`src/rtl/fifo_wc_pkg.sv`:
```
// Shared constants and helpers for the width-converting FIFO.
// Optional flush support is enabled in the top level by defining FIFO_WC_FLUSH_EN.
package fifo_wc_pkg;

    localparam int FIFO_WC_IN_W  = 8;
    localparam int FIFO_WC_RATIO = 2;
    localparam int FIFO_WC_DEPTH = 32;

    // What the output register does on the coming edge.
    typedef enum logic [1:0] {
        LOAD_NONE,
        LOAD_FULL,
        LOAD_PARTIAL,
        LOAD_DRAIN
    } load_e;

    function automatic int clog2(input int value);
        int r;
        r = 0;
        while ((1 << r) < value) begin
            r = r + 1;
        end
        return r;
    endfunction

    // Low bit of packed word k; word 0 (oldest) lands in the MSBs.
    function automatic int pack_offset(input int in_w, input int ratio, input int k);
        return in_w * (ratio - 1 - k);
    endfunction

endpackage

```
`src/rtl/fifo_wc_mem.sv`:
```
// Storage array for the width-converting FIFO: one write port and RATIO
// asynchronous read ports at consecutive addresses (wrapping modulo DEPTH).
module fifo_wc_mem
    import fifo_wc_pkg::*;
#(
    parameter int W     = FIFO_WC_IN_W,
    parameter int RATIO = FIFO_WC_RATIO,
    parameter int DEPTH = FIFO_WC_DEPTH,
    localparam int AW   = clog2(DEPTH)
) (
    input  logic                      clk,
    input  logic                      wr_en,
    input  logic [AW-1:0]             wr_addr,
    input  logic [W-1:0]              wr_data,
    input  logic [AW-1:0]             rd_base,
    output logic [RATIO-1:0][W-1:0]   rd_data
);

    logic [W-1:0] mem [DEPTH];

    always_ff @(posedge clk) begin
        if (wr_en) begin
            mem[wr_addr] <= wr_data;
        end
    end

    // Address arithmetic is AW bits wide, so the window wraps past DEPTH-1 for free.
    for (genvar gi = 0; gi < RATIO; gi++) begin : g_rd
        assign rd_data[gi] = mem[rd_base + AW'(gi)];
    end

endmodule

```
`src/rtl/fifo_width_conv.sv`:
```
// Width-converting FIFO: packs RATIO input words (oldest in the MSBs) into one registered output word.
// Define FIFO_WC_FLUSH_EN to add the flush input and out_partial output for zero-padded residual words.
module fifo_width_conv
    import fifo_wc_pkg::*;
#(
    parameter int IN_W  = FIFO_WC_IN_W,
    parameter int RATIO = FIFO_WC_RATIO,
    parameter int DEPTH = FIFO_WC_DEPTH
) (
    input  logic                    clk,
    input  logic                    rstn,
    input  logic                    in_valid,
    output logic                    in_ready,
    input  logic [IN_W-1:0]         in_data,
    output logic                    out_valid,
    input  logic                    out_ready,
    output logic [IN_W*RATIO-1:0]   out_data,
    output logic [clog2(DEPTH):0]   level
`ifdef FIFO_WC_FLUSH_EN
    ,
    input  logic                    flush,
    output logic                    out_partial
`endif
);

    localparam int AW = clog2(DEPTH);
    localparam int PW = AW + 1;
    localparam int OW = IN_W * RATIO;

    logic [PW-1:0] wr_ptr_reg, wr_ptr_next;
    logic [PW-1:0] rd_ptr_reg, rd_ptr_next;
    logic [PW-1:0] count;
    logic          out_valid_reg, out_valid_next;
    logic [OW-1:0] out_data_reg, out_data_next;
    logic          push;
    logic          out_free;
    logic          flush_hold;
    load_e         load_sel;

    logic [RATIO-1:0][IN_W-1:0] rd_words;
    logic [OW-1:0]              full_word;
    logic [OW-1:0]              partial_word;

    assign count    = wr_ptr_reg - rd_ptr_reg;
    assign in_ready = (count < PW'(DEPTH)) && !flush_hold;
    assign push     = in_valid && in_ready;
    assign out_free = !out_valid_reg || out_ready;

    fifo_wc_mem #(
        .W     (IN_W),
        .RATIO (RATIO),
        .DEPTH (DEPTH)
    ) u_mem (
        .clk     (clk),
        .wr_en   (push),
        .wr_addr (wr_ptr_reg[AW-1:0]),
        .wr_data (in_data),
        .rd_base (rd_ptr_reg[AW-1:0]),
        .rd_data (rd_words)
    );

    // Words beyond the residual count are zero-filled for a flushed partial word.
    for (genvar gi = 0; gi < RATIO; gi++) begin : g_pack
        assign full_word[pack_offset(IN_W, RATIO, gi) +: IN_W]    = rd_words[gi];
        assign partial_word[pack_offset(IN_W, RATIO, gi) +: IN_W] =
            (PW'(gi) < count) ? rd_words[gi] : '0;
    end

    always_comb begin
        load_sel = LOAD_NONE;
        if (out_free) begin
            if (count >= PW'(RATIO)) begin
                load_sel = LOAD_FULL;
            end else if (flush_hold && (count != '0)) begin
                load_sel = LOAD_PARTIAL;
            end else if (out_valid_reg) begin
                load_sel = LOAD_DRAIN;
            end
        end
    end

    always_comb begin
        wr_ptr_next    = wr_ptr_reg + PW'(push);
        rd_ptr_next    = rd_ptr_reg;
        out_valid_next = out_valid_reg;
        out_data_next  = out_data_reg;
        case (load_sel)
            LOAD_FULL: begin
                rd_ptr_next    = rd_ptr_reg + PW'(RATIO);
                out_valid_next = 1'b1;
                out_data_next  = full_word;
            end
            LOAD_PARTIAL: begin
                rd_ptr_next    = wr_ptr_reg;
                out_valid_next = 1'b1;
                out_data_next  = partial_word;
            end
            LOAD_DRAIN: begin
                out_valid_next = 1'b0;
            end
            default: begin
            end
        endcase
    end

    always_ff @(posedge clk or negedge rstn) begin
        if (!rstn) begin
            wr_ptr_reg    <= '0;
            rd_ptr_reg    <= '0;
            out_valid_reg <= 1'b0;
            out_data_reg  <= '0;
        end else begin
            wr_ptr_reg    <= wr_ptr_next;
            rd_ptr_reg    <= rd_ptr_next;
            out_valid_reg <= out_valid_next;
            out_data_reg  <= out_data_next;
        end
    end

`ifdef FIFO_WC_FLUSH_EN
    logic flush_pending_reg, flush_pending_next;
    logic out_partial_reg, out_partial_next;
    logic [PW-1:0] count_after;

    assign flush_hold  = flush_pending_reg;
    assign count_after = wr_ptr_next - rd_ptr_next;

    // Pending stays up until storage has been emptied; a new flush re-arms it.
    always_comb begin
        flush_pending_next = flush || (flush_pending_reg && (count_after != '0));
        out_partial_next   = out_partial_reg;
        if (load_sel == LOAD_FULL) begin
            out_partial_next = 1'b0;
        end else if (load_sel == LOAD_PARTIAL) begin
            out_partial_next = 1'b1;
        end
    end

    always_ff @(posedge clk or negedge rstn) begin
        if (!rstn) begin
            flush_pending_reg <= 1'b0;
            out_partial_reg   <= 1'b0;
        end else begin
            flush_pending_reg <= flush_pending_next;
            out_partial_reg   <= out_partial_next;
        end
    end

    assign out_partial = out_partial_reg;
`else
    assign flush_hold = 1'b0;
`endif

    assign out_valid = out_valid_reg;
    assign out_data  = out_data_reg;
    assign level     = count;

endmodule

```
`config.mk`:
```
export PLATFORM = sky130hd
export DESIGN_NAME = fifo_width_conv
export DESIGN_NICKNAME = d
export VERILOG_FILES = /design/src/rtl/fifo_wc_pkg.sv /design/src/rtl/fifo_wc_mem.sv /design/src/rtl/fifo_width_conv.sv
export SDC_FILE = /design/constraint.sdc
export NUM_CORES = 1
export LEC_CHECK = 0
export BUFFER_PORTS_ARGS = -buffer_cell sky130_fd_sc_hd__buf_2
export CAP_MARGIN = 0
export CORE_MARGIN = 4
export CORE_UTILIZATION = 25
export DETAILED_ROUTE_END_ITERATION = 8
export HOLD_SLACK_MARGIN = 0.1
export PLACE_DENSITY = 0.4
export SLEW_MARGIN = 20
export SYNTH_ARGS = -nofsm -noshare
export SYNTH_HDL_FRONTEND = slang
export SYNTH_SLANG_ARGS = --single-unit
```
`constraint.sdc`:
```
create_clock -name clk -period 4.14 [get_ports clk]
set_clock_uncertainty 0.05 [all_clocks]
set_input_delay 0.414 -clock clk [delete_from_list [all_inputs] [get_ports clk]]
set_output_delay 0.414 -clock clk [all_outputs]
set_load 0.1 [all_outputs]
```
==> impl_metrics.toml, run 1 <==
[outcome]
outcome = "finished clean"

[hold_path]
worst_hold_path_type = "in2reg"

[logic_synthesis]
ys_async_rst_share_pct = 10.2
yosys.area.top_type_share_pct = 55.9
yosys_warnings = 0
post_synth.cell_area_avg_um2 = 16.3
postSynth.topFlopCell = "edfxtp_1"
synth_enable_flop_cells = 256
post_synth_instance_area_mm2 = 0.0138
post_synth_num_cell_types = 55
synth_top_area_cell = "edfxtp_1"
sequential_to_total_area_share_from_yosys_stat_pct = 61.1
ys_seq_elements = 285
netlist_instances = 845
synth_area_leaders = "edfxtp_1, mux4_2, dfrtp_1"
postSynthNetCount = 870

[floorplan]
die_height_um = 243
core_region_area_mm2 = 0.0541
ioPinCount = 36
die_width_um = 243
floorplan.initialDensity_pct = 25.4
die-area_mm2 = 0.0589
num_rows = 85

[grt]
grt_pass1_vias = 8145
grt_overflow = 0
antenna_found_initial = 3
grt_pass1_wl_um = 61300
grt_start_max_net_pins = 105
track_usage_pct = 14.2

[worst_setup_path]
rr_startpoint = "rd_ptr_reg[0]$_DFFE_PN0P_"
required_ns = 4.51
crit_arrival_ns = 3.92
crit_path_cell_trace = "ha_1, fa_1, nand2b_1, a21oi_1, xor2_2, nor4b_4, and3_1, ha_1, nor2b_1, a221oi_1"
critical_path_class = "reg2reg"
timing.critical_path.to = "rd_ptr_reg[1]$_DFFE_PN0P_"
worst-r2r-setup-slack_ns = 0.58
cp-end-kind = "register"
worstSetupStartpoint = "rd_ptr_reg[0]$_DFFE_PN0P_"
library_cell_appearing_most_often_on_the_critical_path = "ha_1"
worst_reg_to_reg_cells = 10
worstReg2RegEnd = "rd_ptr_reg[1]$_DFFE_PN0P_"
worst-path-max-fanout = 18
crit_path_max_incr_delay_ns = 0.51
timing.critical_path.slowest_stage_cell = "ha_1"
start_kind = "register"

[layout]
largest_reg_flops = 256
final_layout_size_suffix_gt1_share_pct = 29.0
num-nets-final = 948
mostFrequentLayoutCell = "edfxtp_1"
area_growth_syn_to_layout_pct = 17.7
layout_common_cells = "edfxtp_1, mux4_2, nand2_1"
antenna_cells = 0

[timing]
setup_repair_after_global_routing_missed_its_margin = "false"
layout_worst_path_cycle_share_pct = 85.9
finalHoldViolCount = 0
final.setup.tns_ns = 0
timing.final.crit_period_ns = 3.56
achievable-frequency_ghz = 0.281
setup-violations-final = 0
tightestPinTransition_ns = 0.824
finalMaxSlewViolations = 0
max-slew-margin-rel_pct = 45.1

[clocking]
cts_buffers = 36
ctsResizeCount = 0
postCtsSetupRepairBufs = 0
h-tree-depth = 2
clk_slew_on_worst_s_h_paths_ns = 0.06
clock-sinks = 285
post_cts_hold_buffer_count = 1
clk-insertion-delay-late_ns = 0.54
cts_max_path_buffers = 3
clk_tree_root_cell = "clkbuf_16"
clock_tree_from_tritoncts = "done"

[flow_run]
max_cap_viol_count = 0

[placement]
place.port_buffers = 35
globalplace.congestion = 0.826
detailedPlacementHpwl_um = 28100

[detailed_routing]
vias_per_cell = 4.98
drc_errors = 0
drt_iter0_markers = 630
drt-wirelength-per-cell_um = 25.7
antenna_violating_nets_post_route = 0
totalWireLength_um = 42200
dr.pass1.iters = 4
route.vias.total = 8184
how the worst min path moves through the flow:
stage / startpoint / to / slack [ns] / depth (start not counted)
floorplan: rstn / out_data[0]$_DFFE_PN0P_ / 0.07 / 0
global placement: rstn / out_valid$_DFFE_PN0P_ / 0.46 / 1
detailed placement: rstn / out_valid$_DFFE_PN0P_ / 0.46 / 1
CTS: out_ready / out_valid$_DFFE_PN0P_ / 0.10 / 4
global route: out_ready / out_valid$_DFFE_PN0P_ / 0.14 / 4
finish: out_ready / out_valid$_DFFE_PN0P_ / 0.14 / 4
synthesized netlist by cell type (3+ instances only):
library cell and instances:
edfxtp_1 256, mux4_2 111, nand2_1 99, nor2_1 46
nand3_1 41, mux2i_1 35, dfrtp_1 29, o21ai_0 29
buf_2 17, buf_4 14, a21oi_1 13, clkbuf_1 13
ha_1 12, nand4_1 12, a22oi_1 9, inv_1 9
mux4_1 7, buf_6 6, nor3_1 6, a221oi_1 5
and3_1 5, nand3b_1 5, o211ai_1 5, o21ai_1 5
xnor2_1 5, xor2_1 5, o221ai_1 4, a31oi_1 3
and2_1 3, nor2b_1 3, o22ai_1 3
cell families after synthesis:
kind of cell / synth area share [%]
flops: 61.1
compound gates: 4.29
mux: 22.2
xor+xnor: 0.636
buf+inv: 2.96
fa+ha+maj: 1.24
simple gates: 7.53
metal layers:
metal | track usage (%) | part of all wire, % | vias up
met5 | 0 | 0.031 | -
met4 | 3.67 | 2.0 | 2
met3 | 2.33 | 4.6 | 56
met2 | 22.3 | 46 | 224
met1 | 20.6 | 47 | 4330
li1 | - | - | 3572
worst max-delay path, delay by kind of cell, from the launching register on:
family,cells,cell delay (ns)
flip-flops,1,0.49
adder cells (fa/ha/maj),3,1.21
AO/OA/AOI/OAI,2,0.55
AND/OR/NAND/NOR,4,1.01
XOR/XNOR,1,0.13
final cells by class:
cell class,count,area [µm²]
Inverter,11,41.3
Clock inverter,21,259
Tap cell,696,871
Timing Repair Buffer,94,658
Fill cell,5301,37900
Clock buffer,43,948
Multi-Input combinational cell,495,4990
Sequential cell,285,8420
per-stage QoR:
stage	utilization (%)	hold slack (ns)	instance area, µm²	cells	worst slack [ns]
after floorplan	-	0.0684	13800	845	0.0386
after global placement	27.7	0.464	15000	1580	0.598
after detailed placement	27.7	0.456	15000	1580	0.561
after CTS	29.9	0.100	16200	1645	0.551
after global routing	29.9	0.136	16200	1645	0.319
final	29.9	0.138	16200	1645	0.582
Power of run 1 is left out: the tool's default activity adds up to more than one toggle a clock period on the data nets, which glitch-free logic cannot reach.
==> inputs of run 2 (changes only) <==
--- a/config.mk
+++ b/config.mk
@@ -5,6 +5,7 @@
 export SDC_FILE = /design/constraint.sdc
 export NUM_CORES = 1
 export LEC_CHECK = 0
+export ABC_AREA = 1
 export BUFFER_PORTS_ARGS = -buffer_cell sky130_fd_sc_hd__buf_2
 export CAP_MARGIN = 0
 export CORE_MARGIN = 4
==> run 2 against run 1 <==
  * Sequential share of layout area is 3.0 points lower
  * Critical path depth rose by 7
  * Synthesized cell count increased by 100%
  * Highest routed layer is now met4
  * Clock-buffer cell count rose by 5
  * Global-route usage up 2.0 points
==> impl_metrics.toml, run 2 <==
[timing]
finalHoldViolCount = 0
timing.final.crit_period_ns = 3.36
hold_ws_ns = 0.192
layout_worst_path_cycle_share_pct = 81.3
setup_slack_ns = 0.775
tightestPinTransition_ns = 0.977
max-slew-margin-rel_pct = 34.8
setup_repair_after_global_routing_missed_its_margin = "false"
final.setup.tns_ns = 0
setup-violations-final = 0
finalMaxSlewViolations = 0
achievable-frequency_ghz = 0.297

[clocking]
cts_max_path_buffers = 3
clk_tree_root_cell = "clkbuf_16"
postCtsSetupRepairBufs = 0
h-tree-depth = 2
clk-insertion-delay-late_ns = 0.55
post_cts_hold_buffer_count = 1
clk_slew_on_worst_s_h_paths_ns = 0.06
cts_buffers = 35
ctsResizeCount = 0
clock-sinks = 285
clock_tree_from_tritoncts = "done"

[grt]
grt_overflow = 0
grt_start_max_net_pins = 191
grt_pass1_wl_um = 76800
track_usage_pct = 16.2
antenna_found_initial = 0
grt_pass1_vias = 11600

[logic_synthesis]
yosys.area.top_type_share_pct = 52.0
synth_enable_flop_cells = 256
post_synth_num_cell_types = 29
postSynthNetCount = 1752
synth_top_area_cell = "edfxtp_1"
post_synth_instance_area_mm2 = 0.0148
ys_seq_elements = 285
synth.top_cells.by_count = "nand2_1, nand3_1, edfxtp_1, inv_1, buf_2"
yosys_warnings = 0
postSynth.topFlopCell = "edfxtp_1"
post_synth.cell_area_avg_um2 = 8.57
yosysMostFrequentCell = "nand2_1"
sequential_to_total_area_share_from_yosys_stat_pct = 56.9
ys_async_rst_share_pct = 10.2
netlist_instances = 1727
synth_area_leaders = "edfxtp_1, nand2_1, nand3_1"

[layout]
fin_cells = 2547
final_layout_size_suffix_gt1_share_pct = 9.20
area_growth_syn_to_layout_pct = 16.0
largest_reg_flops = 256
layout_common_cells = "nand2_1, nand3_1, edfxtp_1"
n_fill_cell = 6124
antenna_cells = 0
mostFrequentLayoutCell = "nand2_1"
num-nets-final = 1782

[floorplan]
die_height_um = 251
die-area_mm2 = 0.0631
num_rows = 88
core_region_area_mm2 = 0.0581
ioPinCount = 36
die_width_um = 251
floorplan.initialDensity_pct = 25.5

[worst_setup_path]
critical_path_class = "reg2reg"
required_ns = 4.57
crit_path_max_incr_delay_ns = 0.43
worst-r2r-setup-slack_ns = 0.78
crit_arrival_ns = 3.79
cp-end-kind = "register"
timing.critical_path.slowest_stage_cell = "dfrtp_1"
start_kind = "register"
crit_path_cell_trace = "inv_1, ha_1, fa_1, inv_1, nand3_1, nand3_1, nand2_1, nor2_1, nand2_1, nor3_1, ha_1, buf_4, inv_1, nand2_1, inv_1, nand2_1, nand2_1"
worst-path-max-fanout = 23
library_cell_appearing_most_often_on_the_critical_path = "nand2_1"

[detailed_routing]
antenna_violating_nets_post_route = 0
totalWireLength_um = 51900
dr.pass1.iters = 5
vias_per_cell = 4.77
drt-wirelength-per-cell_um = 20.4
route.vias.total = 12200
drt_iter0_markers = 1001
drc_errors = 0

[placement]
detailedPlacementHpwl_um = 32700
place.port_buffers = 35
place_worst_setup_slack_ns = 0.756
globalplace.congestion = 0.806
dp.cells = 2484

[outcome]
outcome = "finished clean"

[hold_path]
worst_hold_path_type = "in2reg"

[flow_run]
max_cap_viol_count = 0
run 2: cell count changes after synthesis, moves of 35 or more:
cell and change:
buf_2 +51, nand3_1 +324, mux2i_1 -35, nand2_1 +576, mux4_2 -111, inv_1 +108
run 2: worst paths after layout:
path                                              to  depth (start not counted)                      from
setup / recovery             out_data[3]$_DFFE_PN0P_                         17   wr_ptr_reg[0]$_DFF_PN0_
hold / removal                 out_valid$_DFFE_PN0P_                          4                 out_ready
setup reg to reg             out_data[3]$_DFFE_PN0P_                         17   wr_ptr_reg[0]$_DFF_PN0_
hold reg to reg             out_data[11]$_DFFE_PN0P_                          2  out_data[11]$_DFFE_PN0P_
max in group asynchronous  rd_ptr_reg[0]$_DFFE_PN0P_                          2                      rstn
min in group asynchronous    out_data[1]$_DFFE_PN0P_                          2                      rstn
run 2: cells by family (layout without fill, tap and decap cells):
logic type | after synthesis | after routing | synth area share, %
and+or+nand+nor | 1099 | 1099 | 31.3
DFF | 285 | 285 | 56.9
buffers and inverters | 229 | 284 | 6.54
AOI/OAI and AO/OA | 90 | 90 | 3.33
adders and majority gates | 13 | 13 | 1.15
xor gates and xnor gates | 11 | 11 | 0.803
run 2: critical path, delay by kind of cell (launching register included):
kind,cells,cell delay [ns]
adders and majority gates,3,0.90
buffers and inverters,5,0.76
and+or+nand+nor,9,1.19
DFF,1,0.43
run 2: per-layer routing:
layer | routed length (µm) | up-vias | global-route usage, %
li1 | - | 5819 | -
met1 | 23400 | 5877 | 21.8
met2 | 24300 | 385 | 26.8
met3 | 2910 | 76 | 2.73
met4 | 1330 | 0 | 4.69
met5 | 0 | - | 0
run 2: layout make-up:
type                       instances  area [µm²]  share of cell area (%)
clock buffer                      48         997                    5.81
clock inverter                    14         115                   0.671
inverter                         126         478                    2.78
multi-input combinational       1213        5440                    31.7
sequential                       285        8420                    49.0
tap                              765         957                    5.58
timing repair buffer              96         756                    4.40
run 2: stage by stage:
step                instance area, µm²  utilization, %
finish                           17200            29.5
global route                     17200            29.5
CTS                              17200            29.5
detailed placement               16000            27.6
global placement                 16000            27.6
floorplan                        14800               -
Power of run 2 is left out for the same reason.
